`src/rtl/adxl357_frame_averager.sv`:
```
// ADXL357 frame averager: spots each completed 11-byte ACC read of the
// controller, captures one coherent X/Y/Z/TEMP frame, box-car averages
// 2^AVG_LOG2 frames and raises o_stale when frames stop arriving.
//
// Ports:
//   i_clk, i_rst_n   clock, async active-low reset
//   i_ctrl_state     controller state code (async to i_clk)
//   i_acc_x/y/z      signed 20-bit samples, sign-extended to 32
//   i_temp           unsigned 12-bit temperature, zero-extended to 32
//   i_clear          synchronous restart of accumulation
//   o_acc_x/y/z      averaged samples, sign-extended
//   o_temp           averaged temperature, zero-extended
//   o_valid          one-cycle strobe on output update
//   o_frame_cnt      accepted frame count (wraps)
//   o_stale          no frame seen within TIMEOUT_CYC cycles
module adxl357_frame_averager #(
  parameter int AVG_LOG2    = 2,
  parameter int TIMEOUT_CYC = 5000000
) (
  input  logic        i_clk,
  input  logic        i_rst_n,
  input  logic [7:0]  i_ctrl_state,
  input  logic [31:0] i_acc_x,
  input  logic [31:0] i_acc_y,
  input  logic [31:0] i_acc_z,
  input  logic [31:0] i_temp,
  input  logic        i_clear,
  output logic [31:0] o_acc_x,
  output logic [31:0] o_acc_y,
  output logic [31:0] o_acc_z,
  output logic [31:0] o_temp,
  output logic        o_valid,
  output logic [15:0] o_frame_cnt,
  output logic        o_stale
);

  localparam int AW = 20 + AVG_LOG2;
  localparam int TW = 12 + AVG_LOG2;
  localparam logic [4:0]  N_FULL = 5'(1 << AVG_LOG2);
  localparam logic [22:0] TO_MAX = 23'(TIMEOUT_CYC);
  localparam logic [7:0]  ST_IDLE  = 8'd0;
  localparam logic [7:0]  ST_ACK11 = 8'd32;

  typedef enum logic {
    ARM_WAIT = 1'b0,
    ARMED    = 1'b1
  } fsm_t;

  logic [7:0] s1, s2, s3;
  logic       st_valid;
  fsm_t       state;
  logic       frame_evt;

  logic        cap_pend;
  logic [31:0] cap_x, cap_y, cap_z, cap_t;
  logic        in_range;
  logic        accept;

  logic signed [AW-1:0] acc_x, acc_y, acc_z;
  logic signed [AW-1:0] sum_x, sum_y, sum_z;
  logic [TW-1:0]        acc_t, sum_t;
  logic [4:0]           n, n_inc;
  logic [22:0]          tcnt;

  // Upper 13 bits all equal means the value fits a signed 20-bit range.
  function automatic logic fits20(input logic [12:0] hi);
    return (hi == 13'h0000) || (hi == 13'h1fff);
  endfunction

  // A code is trusted only once it has been seen on two successive
  // cycles, so a multi-bit skew through the synchroniser never decides.
  always_ff @(posedge i_clk or negedge i_rst_n) begin
    if (!i_rst_n) begin
      s1 <= ST_IDLE;
      s2 <= ST_IDLE;
      s3 <= ST_IDLE;
    end else begin
      s1 <= i_ctrl_state;
      s2 <= s1;
      s3 <= s2;
    end
  end

  assign st_valid  = (s2 == s3);
  assign frame_evt = (state == ARMED) && st_valid && (s2 == ST_IDLE);

  // Only the ACC burst passes WRITE_ACK11, so arming on it and firing
  // on the return to IDLE ignores temperature and register writes.
  always_ff @(posedge i_clk or negedge i_rst_n) begin
    if (!i_rst_n) begin
      state <= ARM_WAIT;
    end else if (i_clear) begin
      state <= ARM_WAIT;
    end else begin
      unique case (state)
        ARM_WAIT:
          if (st_valid && s2 == ST_ACK11)
            state <= ARMED;
        ARMED:
          if (frame_evt)
            state <= ARM_WAIT;
      endcase
    end
  end

  always_ff @(posedge i_clk or negedge i_rst_n) begin
    if (!i_rst_n) begin
      cap_pend <= 1'b0;
      cap_x    <= '0;
      cap_y    <= '0;
      cap_z    <= '0;
      cap_t    <= '0;
    end else begin
      cap_pend <= frame_evt && !i_clear;
      if (frame_evt) begin
        cap_x <= i_acc_x;
        cap_y <= i_acc_y;
        cap_z <= i_acc_z;
        cap_t <= i_temp;
      end
    end
  end

  assign in_range = fits20(cap_x[31:19]) &&
                    fits20(cap_y[31:19]) &&
                    fits20(cap_z[31:19]) &&
                    (cap_t[31:12] == 20'h0);

  assign accept = cap_pend && in_range && !i_clear;

  assign sum_x = acc_x + AW'($signed(cap_x[19:0]));
  assign sum_y = acc_y + AW'($signed(cap_y[19:0]));
  assign sum_z = acc_z + AW'($signed(cap_z[19:0]));
  assign sum_t = acc_t + TW'(cap_t[11:0]);
  assign n_inc = n + 5'd1;

  // Dropping the low AVG_LOG2 bits of the signed sum is the floor
  // division; the accumulators are wide enough that no bit is lost.
  always_ff @(posedge i_clk or negedge i_rst_n) begin
    if (!i_rst_n) begin
      acc_x       <= '0;
      acc_y       <= '0;
      acc_z       <= '0;
      acc_t       <= '0;
      n           <= '0;
      o_acc_x     <= '0;
      o_acc_y     <= '0;
      o_acc_z     <= '0;
      o_temp      <= '0;
      o_valid     <= 1'b0;
      o_frame_cnt <= '0;
    end else begin
      o_valid <= 1'b0;
      if (i_clear) begin
        acc_x <= '0;
        acc_y <= '0;
        acc_z <= '0;
        acc_t <= '0;
        n     <= '0;
      end else if (accept) begin
        o_frame_cnt <= o_frame_cnt + 16'd1;
        if (n_inc == N_FULL) begin
          o_acc_x <= 32'($signed(sum_x[AW-1:AVG_LOG2]));
          o_acc_y <= 32'($signed(sum_y[AW-1:AVG_LOG2]));
          o_acc_z <= 32'($signed(sum_z[AW-1:AVG_LOG2]));
          o_temp  <= 32'(sum_t[TW-1:AVG_LOG2]);
          o_valid <= 1'b1;
          acc_x   <= '0;
          acc_y   <= '0;
          acc_z   <= '0;
          acc_t   <= '0;
          n       <= '0;
        end else begin
          acc_x <= sum_x;
          acc_y <= sum_y;
          acc_z <= sum_z;
          acc_t <= sum_t;
          n     <= n_inc;
        end
      end
    end
  end

  // Any detected frame, even a rejected one, proves the sensor is alive
  // and restarts the timer; only an accepted frame clears the flag.
  always_ff @(posedge i_clk or negedge i_rst_n) begin
    if (!i_rst_n) begin
      tcnt    <= '0;
      o_stale <= 1'b0;
    end else begin
      if (frame_evt)
        tcnt <= '0;
      else if (tcnt != TO_MAX)
        tcnt <= tcnt + 23'd1;
      if (accept)
        o_stale <= 1'b0;
      else if (tcnt == TO_MAX)
        o_stale <= 1'b1;
    end
  end

endmodule

```
`config.mk`:
```
export PLATFORM = sky130hd
export DESIGN_NAME = adxl357_frame_averager
export DESIGN_NICKNAME = d
export VERILOG_FILES = /design/src/rtl/adxl357_frame_averager.sv
export SDC_FILE = /design/constraint.sdc
export NUM_CORES = 1
export LEC_CHECK = 0
export ABC_AREA = 1
export BUFFER_PORTS_ARGS = -buffer_cell sky130_fd_sc_hd__buf_2
export CAP_MARGIN = 20
export CORE_AREA = 2 2 201 203
export DETAILED_ROUTE_END_ITERATION = 16
export DIE_AREA = 0 0 203 205
export HOLD_SLACK_MARGIN = 0.06
export PLACE_DENSITY = 0.82
export REMOVE_ABC_BUFFERS = 1
export SLEW_MARGIN = 5
export SYNTH_ARGS = -nofsm -noshare
export SYNTH_HDL_FRONTEND = slang
export SYNTH_SLANG_ARGS = --single-unit
```
`constraint.sdc`:
```
create_clock -name i_clk -period 2.6 [get_ports i_clk]
set_clock_uncertainty 0.05 [all_clocks]
set_input_delay 0.13 -clock i_clk [delete_from_list [all_inputs] [get_ports i_clk]]
set_output_delay 0.13 -clock i_clk [all_outputs]
set_load 0.01 [all_outputs]
```
==> results.yml, run 1 <==
run_status:
  status: "finished, final reports clean"
finish:
  nNetsFinal: 3235
  stdcell_count: 3564
  drive_gt1_frac: 0.120
  area_delta_synth_final_pct: 22.4
global_routing:
  antenna_found_initial: 1
  grt_pass1_vias: 18100
  grt_pass1_wl_mm: 87.6
  grt_overflow_total: 0
  grt_start_max_net_pins: 141
  track_usage: 0.260
routing:
  finalWirelength_mm: 53.5
  dr.pass1.iters: 6
  routed-via-count: 18000
  drtAntennaViolNets: 0
  drt-initial-drc-count: 1382
  drc: 0
  via_per_inst: 5.06
  detail_route.wl_per_cell_um: 15.0
critical_path:
  worstReg2RegStart: "acc_t[0]"
  r2r_setup_slack_ps: 290
  worst_path_max_delay_cell: "o21ai_0"
  ff2ff_path_depth: 11
  path_class: "flop to flop"
  crit_arrival_ps: 2710
  crit_path_max_fanout: 3
  crit_path_start_kind: "flop"
  worstPathCellList: "ha_1, inv_1, fa_1, o21ai_0, nand2_1, nand2_1, nand2_1, nand3_1, nand2_1, nand2_1, nand2_1"
  rr_endpoint: "o_temp[8]"
  crit_path_end_kind: "flop"
  crit_buf_inv: 1
  path_delay_family: "simple AND/OR/NAND/NOR gates"
  critPathRequiredTime_ps: 3010
  cp_common_cell: "nand2_1"
  slowest_delay_ps: 470
sta:
  layout_min_cycle_time_ps: 2310
  setup_viol: 0
  rsz0062_at_grt: "no"
  hold_violations: 0
  worst_pin_slew_ps: 696
  fin_setup_tns_ps: 0
  report.final.slew_viol_count: 0
  min_period_over_period: 0.887
  fmax_mhz: 434
  maxSlewHeadroom: 0.533
clock_tree:
  numCtsBuffers: 39
  root_buffer: "clkbuf_16"
  clk_latency_ps: 560
  cts_tree: "yes"
  clk_path_buf_depth: 3
  ctsHtreeMaxLevel: 2
  cts_sinks: 352
  postCtsSetupRepairBufs: 0
  clk_pin_slew_ps: 60
floorplanning:
  dieArea_mm2: 0.0416
  std_cell_rows: 73
  start_util: 0.493
  fp.dieH_um: 205
  core_area_mm2: 0.0394
  ios: 285
  fp.dieW_um: 203
pwr:
  ir_drop_uv: 480
  powerDensity_mw_per_mm2: 485
  leakagePower_nw: 13.0
placement:
  hpwl_mm: 36.3
  globalplace.congestion: 0.941
  placed_cells: 3359
  port_buffers: 264
min_path:
  hold_class: "input port to async pin"
yosys:
  synth_area_mm2: 0.0194
  yosys_warnings: 0
  ys_seq_elements: 352
  synthCells: 2646
  avgSynthCellArea_um2: 7.33
  synth_largest_area_cell: "dfrtp_1"
  synth_top_area_share: 0.454
  synth_cell_types: 36
  ys_seq_area_frac: 0.454
  ys_top_cells_by_area: "dfrtp_1 (45%), nand2_1 (24%), ha_1 (5.1%)"
job:
  drv_cap: 0
[state kept, by name, indices dropped and copies added (netlist names)]
register,count
cap_y,32
tcnt,23
o_temp,12
n,5
s3,8
cap_z,32
state,1
s2,8
o_acc_z,20
cap_t,32
s1,8
acc_y,22
acc_t,14
cap_pend,1
o_acc_y,20
o_stale,1
o_frame_cnt,16
o_valid,1
cap_x,32
o_acc_x,20
acc_z,22
acc_x,22
[logic make-up (layout without fill, tap and decap cells)]
group	Yosys count	in the layout	synth area share
compound gates	172	172	0.0459
buf+inv	354	727	0.0835
flops	352	352	0.454
simple gates	1626	1626	0.335
fa+ha+maj	83	83	0.0551
other cells	1	21	0.000193
xor+xnor	58	58	0.0262
[synthesized netlist by cell type (all sizes together)]
cell	number
nand3b	21
nand3	96
clkbuf	28
inv	231
nand2	1240
xnor2	34
nor3b	4
a21o	1
xor2	24
a21oi	52
conb	1
ha	79
a31oi	4
nor3	28
o21bai	7
o211a	1
nand4	34
dfrtp	352
nor4	5
fa	4
o21ai	107
or2	6
buf	95
nor2	192
[cell usage in the layout, fill, tap and decap left out, types with 5 or more instances in the layout]
master and instances:
nor3_1 27, buf_12 11, nand3_1 94, clkbuf_1 9, buf_2 263, o21bai_1 7, ha_1 79, o21ai_1 35
nand3b_1 21, nor4_1 5, a21oi_1 52, nor2_1 188, clkbuf_16 40, dfrtp_1 352, buf_4 17, xor2_1 24
clkbuf_8 6, o21ai_0 72, xnor2_1 34, conb_1 20, inv_1 230, nand2_1 1235, nand4_1 34, dlygate4sd3_1 138
[stage by stage]
step                hold WS [ps]  setup slack, ps  total power, mW  area (µm²)  utilization
floorplan                   -216            -2420             5.66       18700            -
global placement            91.6              377             5.93       21100        0.536
detailed placement          95.7              302             5.93       21100        0.536
CTS                         97.4              243             11.6       23700        0.603
global route                 133             97.4             11.9       23700        0.603
finish                      96.8              294             11.5       23700        0.603
[repair_timing]
item,CTS,global route
hold buffers,138,0
setup endpoints to repair,0,7
resized for setup,0,1
hold endpoints to repair,492,0
[metal layers]
metal / up-vias / share of wire / global-route usage / routed length, µm
met3: 130 / 0.059 / 0.0404 / 3150
li1: 8894 / - / - / -
met1: 8403 / 0.43 / 0.323 / 22800
met4: 0 / 0.041 / 0.123 / 2190
met2: 604 / 0.47 / 0.444 / 25400
met5: - / 0 / 0 / 0
[how the worst max path moves through the flow]
| stage | from | slack, ps | depth (start not counted) | to |
|---|---|---|---|---|
| finish | acc_t[0] | 290 | 11 | o_temp[8] |
| global route | acc_t[0] | 100 | 12 | acc_t[10] |
| CTS | cap_t[25] | 240 | 12 | acc_x[9] |
| detailed placement | cap_t[25] | 300 | 12 | acc_x[9] |
| global placement | cap_t[25] | 380 | 12 | acc_y[20] |
| floorplan | s3[0] | -2420 | 6 | cap_t[12] |
[power by group]
part	switching [mW]	leakage, nW	total, mW	internal, mW
registers	0.0112	4.17	5.51	5.50
clock network	2.22	0.620	5.51	3.29
logic	0.244	8.22	0.488	0.244
total	2.48	13.0	11.5	9.03
[layout make-up]
class,instances,area [µm²]
clock inverter,11,151
inverter,231,870
sequential,352,8810
tap,525,657
multi-input combinational,1959,9080
timing repair buffer,430,3060
antenna,1,2.50
clock buffer,55,1120
fill,3439,15600
(Power assumes the default switching activity.)
==> inputs of run 2 (changes only) <==
--- a/config.mk
+++ b/config.mk
@@ -5,14 +5,13 @@
 export SDC_FILE = /design/constraint.sdc
 export NUM_CORES = 1
 export LEC_CHECK = 0
-export ABC_AREA = 1
 export BUFFER_PORTS_ARGS = -buffer_cell sky130_fd_sc_hd__buf_2
 export CAP_MARGIN = 20
-export CORE_AREA = 2 2 201 203
+export CORE_AREA = 2 2 189 191
 export DETAILED_ROUTE_END_ITERATION = 16
-export DIE_AREA = 0 0 203 205
+export DIE_AREA = 0 0 191 193
 export HOLD_SLACK_MARGIN = 0.06
-export PLACE_DENSITY = 0.82
+export PLACE_DENSITY = 0.83
 export REMOVE_ABC_BUFFERS = 1
 export SLEW_MARGIN = 5
 export SYNTH_ARGS = -nofsm -noshare
==> results.yml, run 2 <==
global_routing:
  grt_most_used_layer: "met2"
  grt_pass1_vias: 15500
  gr-usage-met3: 0.0557
  grt_pass1_wl_mm: 81.6
  track_usage: 0.282
  grt_overflow_total: 0
  antenna_found_initial: 3
  grt_use_met2: 0.494
  use_met1: 0.325
  grt_start_max_net_pins: 96
yosys:
  synthCells: 1580
  async_flop_share: 1.00
  ys_seq_elements: 352
  synth-edff-count: 0
  ys_top_cells_by_area: "dfrtp_1 (51%), mux2_2 (8.4%), ha_1 (5.8%)"
  post-synth-top-count-cell: "dfrtp_1"
  ys_seq_area_frac: 0.513
  yosys-top-cells-count: "dfrtp_1 (352), nand2_1 (195), mux2_2 (128)"
  synth_cell_types: 66
  synth_largest_area_cell: "dfrtp_1"
  synth_ff_type: "dfrtp_1"
  avgSynthCellArea_um2: 10.9
  synth_area_mm2: 0.0172
  synth_top_area_share: 0.513
  yosys_warnings: 0
pwr:
  power_frac_clock: 0.459
  ir_drop_uv: 519
  netSwitchingPower_mw: 3.15
  powerDensity_mw_per_mm2: 541
  p_comb_frac: 0.084
  power.internal_mw: 9.61
  p_sw_frac: 0.247
  pwr-share-seq: 0.457
  leakagePower_nw: 11.4
  power.total_mw: 12.8
finish:
  drive_gt1_frac: 0.361
  seq_area_mm2: 0.00881
  mostFrequentLayoutCells: "dfrtp_1 (351), buf_2 (263), nand2_1 (158), dlygate4sd3_1 (138), mux2_2 (128)"
  area_delta_synth_final_pct: 37.4
  final_area_mm2: 0.0236
  multiInputGateArea_mm2: 0.00854
  final_common_cell: "dfrtp_1"
  fillerInstances: 2377
  stdcell_count: 2554
  nNetsFinal: 2285
floorplanning:
  core_area_mm2: 0.0350
  fp.dieH_um: 193
  start_util: 0.491
  std_cell_rows: 69
  ios: 285
  fp.dieW_um: 191
  dieArea_mm2: 0.0369
clock_tree:
  root_buffer: "clkbuf_16"
  numCtsBuffers: 39
  clk_path_buf_depth: 3
  ctsHtreeMaxLevel: 2
  cts_tree: "yes"
  clk_pin_slew_ps: 70
  cts_sinks: 352
  clk_latency_ps: 550
critical_path:
  worstPathCellList: "or4_4, nor4_4, a31oi_2, or4b_4, nor2_4, buf_12, nand2_8, bufbuf_16, o21ai_4"
  crit_path_start_kind: "flop"
  worst_path_max_delay_cell: "or4b_4"
  slowest_delay_ps: 600
  crit_path_end_kind: "flop"
  crit_arrival_ps: 3330
  crit_path_max_fanout: 6
  path_class: "flop to flop"
  critPathRequiredTime_ps: 3010
min_path:
  hold_class: "input port to async pin"
sta:
  rsz0062_at_grt: "yes"
  finalWorstSetupSlack_ps: -325
  report.final.slew_viol_count: 0
  layout_min_cycle_time_ps: 2920
  min_period_over_period: 1.12
  worst_pin_slew_ps: 578
  fmax_mhz: 342
  maxSlewHeadroom: 0.614
  setup_viol: 173
  hold_violations: 0
placement:
  port_buffers: 264
  place_area_mm2: 0.0194
  hpwl_mm: 30.1
  placed_cells: 2304
  globalplace.congestion: 0.899
run_status:
  status: "finished with violations"
  violations: "setup timing"
routing:
  drc: 0
  routed-via-count: 14800
  via_per_inst: 5.79
  dr.pass1.iters: 5
  finalWirelength_mm: 54.6
  drtAntennaViolNets: 0
  drt-initial-drc-count: 1039
  detail_route.wl_per_cell_um: 21.4
job:
  drv_cap: 0
-- run 2: cell types whose count changed in the layout (fill, tap and decap cells not counted), moves of 39 or more --
cell,delta
nand2_1,-1077
buf_4,+58
nand3_1,-61
o21ai_1,+53
mux2_2,+128
nor2_1,-128
o21ai_2,+52
o21ai_0,-39
inv_1,-203
-- run 2: power by group through the flow --
stage | clock network, mW | registers [mW] | logic, mW
4_1_cts | 5.85 | 5.81 | 1.01
3_3_place_gp | 0 | 5.89 | 0.749
6_report | 5.86 | 5.83 | 1.07
2_1_floorplan | 0 | 5.86 | 0.406
3_5_place_dp | 0 | 5.90 | 0.785
5_1_grt | 6.13 | 5.85 | 1.16
-- run 2: area by class of cell --
cell class	count	area share
multi-input combinational	1114	0.362
timing repair buffer	529	0.179
sequential	352	0.373
clock buffer	49	0.0455
tap	461	0.0244
inverter	27	0.00430
clock inverter	21	0.0108
antenna	1	0.000106
-- run 2: worst max-delay path: cells and delay by family, from the launching register on --
family | cells | cell delay, ps
buf+inv | 2 | 480
simple gates | 5 | 1590
compound gates | 2 | 270
flops | 1 | 440
-- run 2: cell families after synthesis --
kind of cell / Yosys count / synth area share
simple gates: 419 / 0.117
mux: 132 / 0.0863
fa+ha+maj: 83 / 0.0622
buf+inv: 138 / 0.0459
flops: 352 / 0.513
other cells: 1 / 0.000218
compound gates: 341 / 0.117
xor+xnor: 114 / 0.0582
-- run 2: timing repair --
| item | in CTS | in global routing |
|---|---|---|
| hold buffers | 138 | 0 |
| hold endpoints to repair | 493 | 0 |
| resized for setup | 134 | 140 |
| setup buffers | 14 | 13 |
| pin swaps | 37 | 51 |
| gates cloned | 11 | 8 |
| setup endpoints to repair | 168 | 294 |
-- run 2: per-stage QoR --
step                hold WS (ps)  setup WS [ps]  utilization  TNS (ps)
global placement            43.9           -222        0.554    -13560
detailed placement          49.0           -300        0.554    -24300
global route                 103           -449        0.675    -60150
floorplan                   -216          -2550            -   -522480
CTS                         73.7           -190        0.656    -19480
finish                      74.7           -325        0.675    -37460
-- run 2: per-layer routing --
metal	wire, µm	vias to the layer above	share of wire
li1	-	6522	-
met2	26900	720	0.49
met1	20700	7263	0.38
met3	3420	274	0.063
met5	29	-	0.00053
met4	3500	4	0.064
-- run 2: path summary, 6_finish.rpt --
path                       endpoint  cells past startpoint       startpoint  slack [ps]
max in group asynchronous     s2[2]                      3          i_rst_n        1540
min in group i_clk            s1[4]                      2  i_ctrl_state[4]         190
hold / removal             cap_y[3]                      2          i_rst_n          70
setup / recovery           acc_x[6]                      9        cap_x[25]        -320
hold reg to reg               s2[3]                      0            s1[3]         300
setup reg to reg           acc_x[6]                      9        cap_x[25]        -320
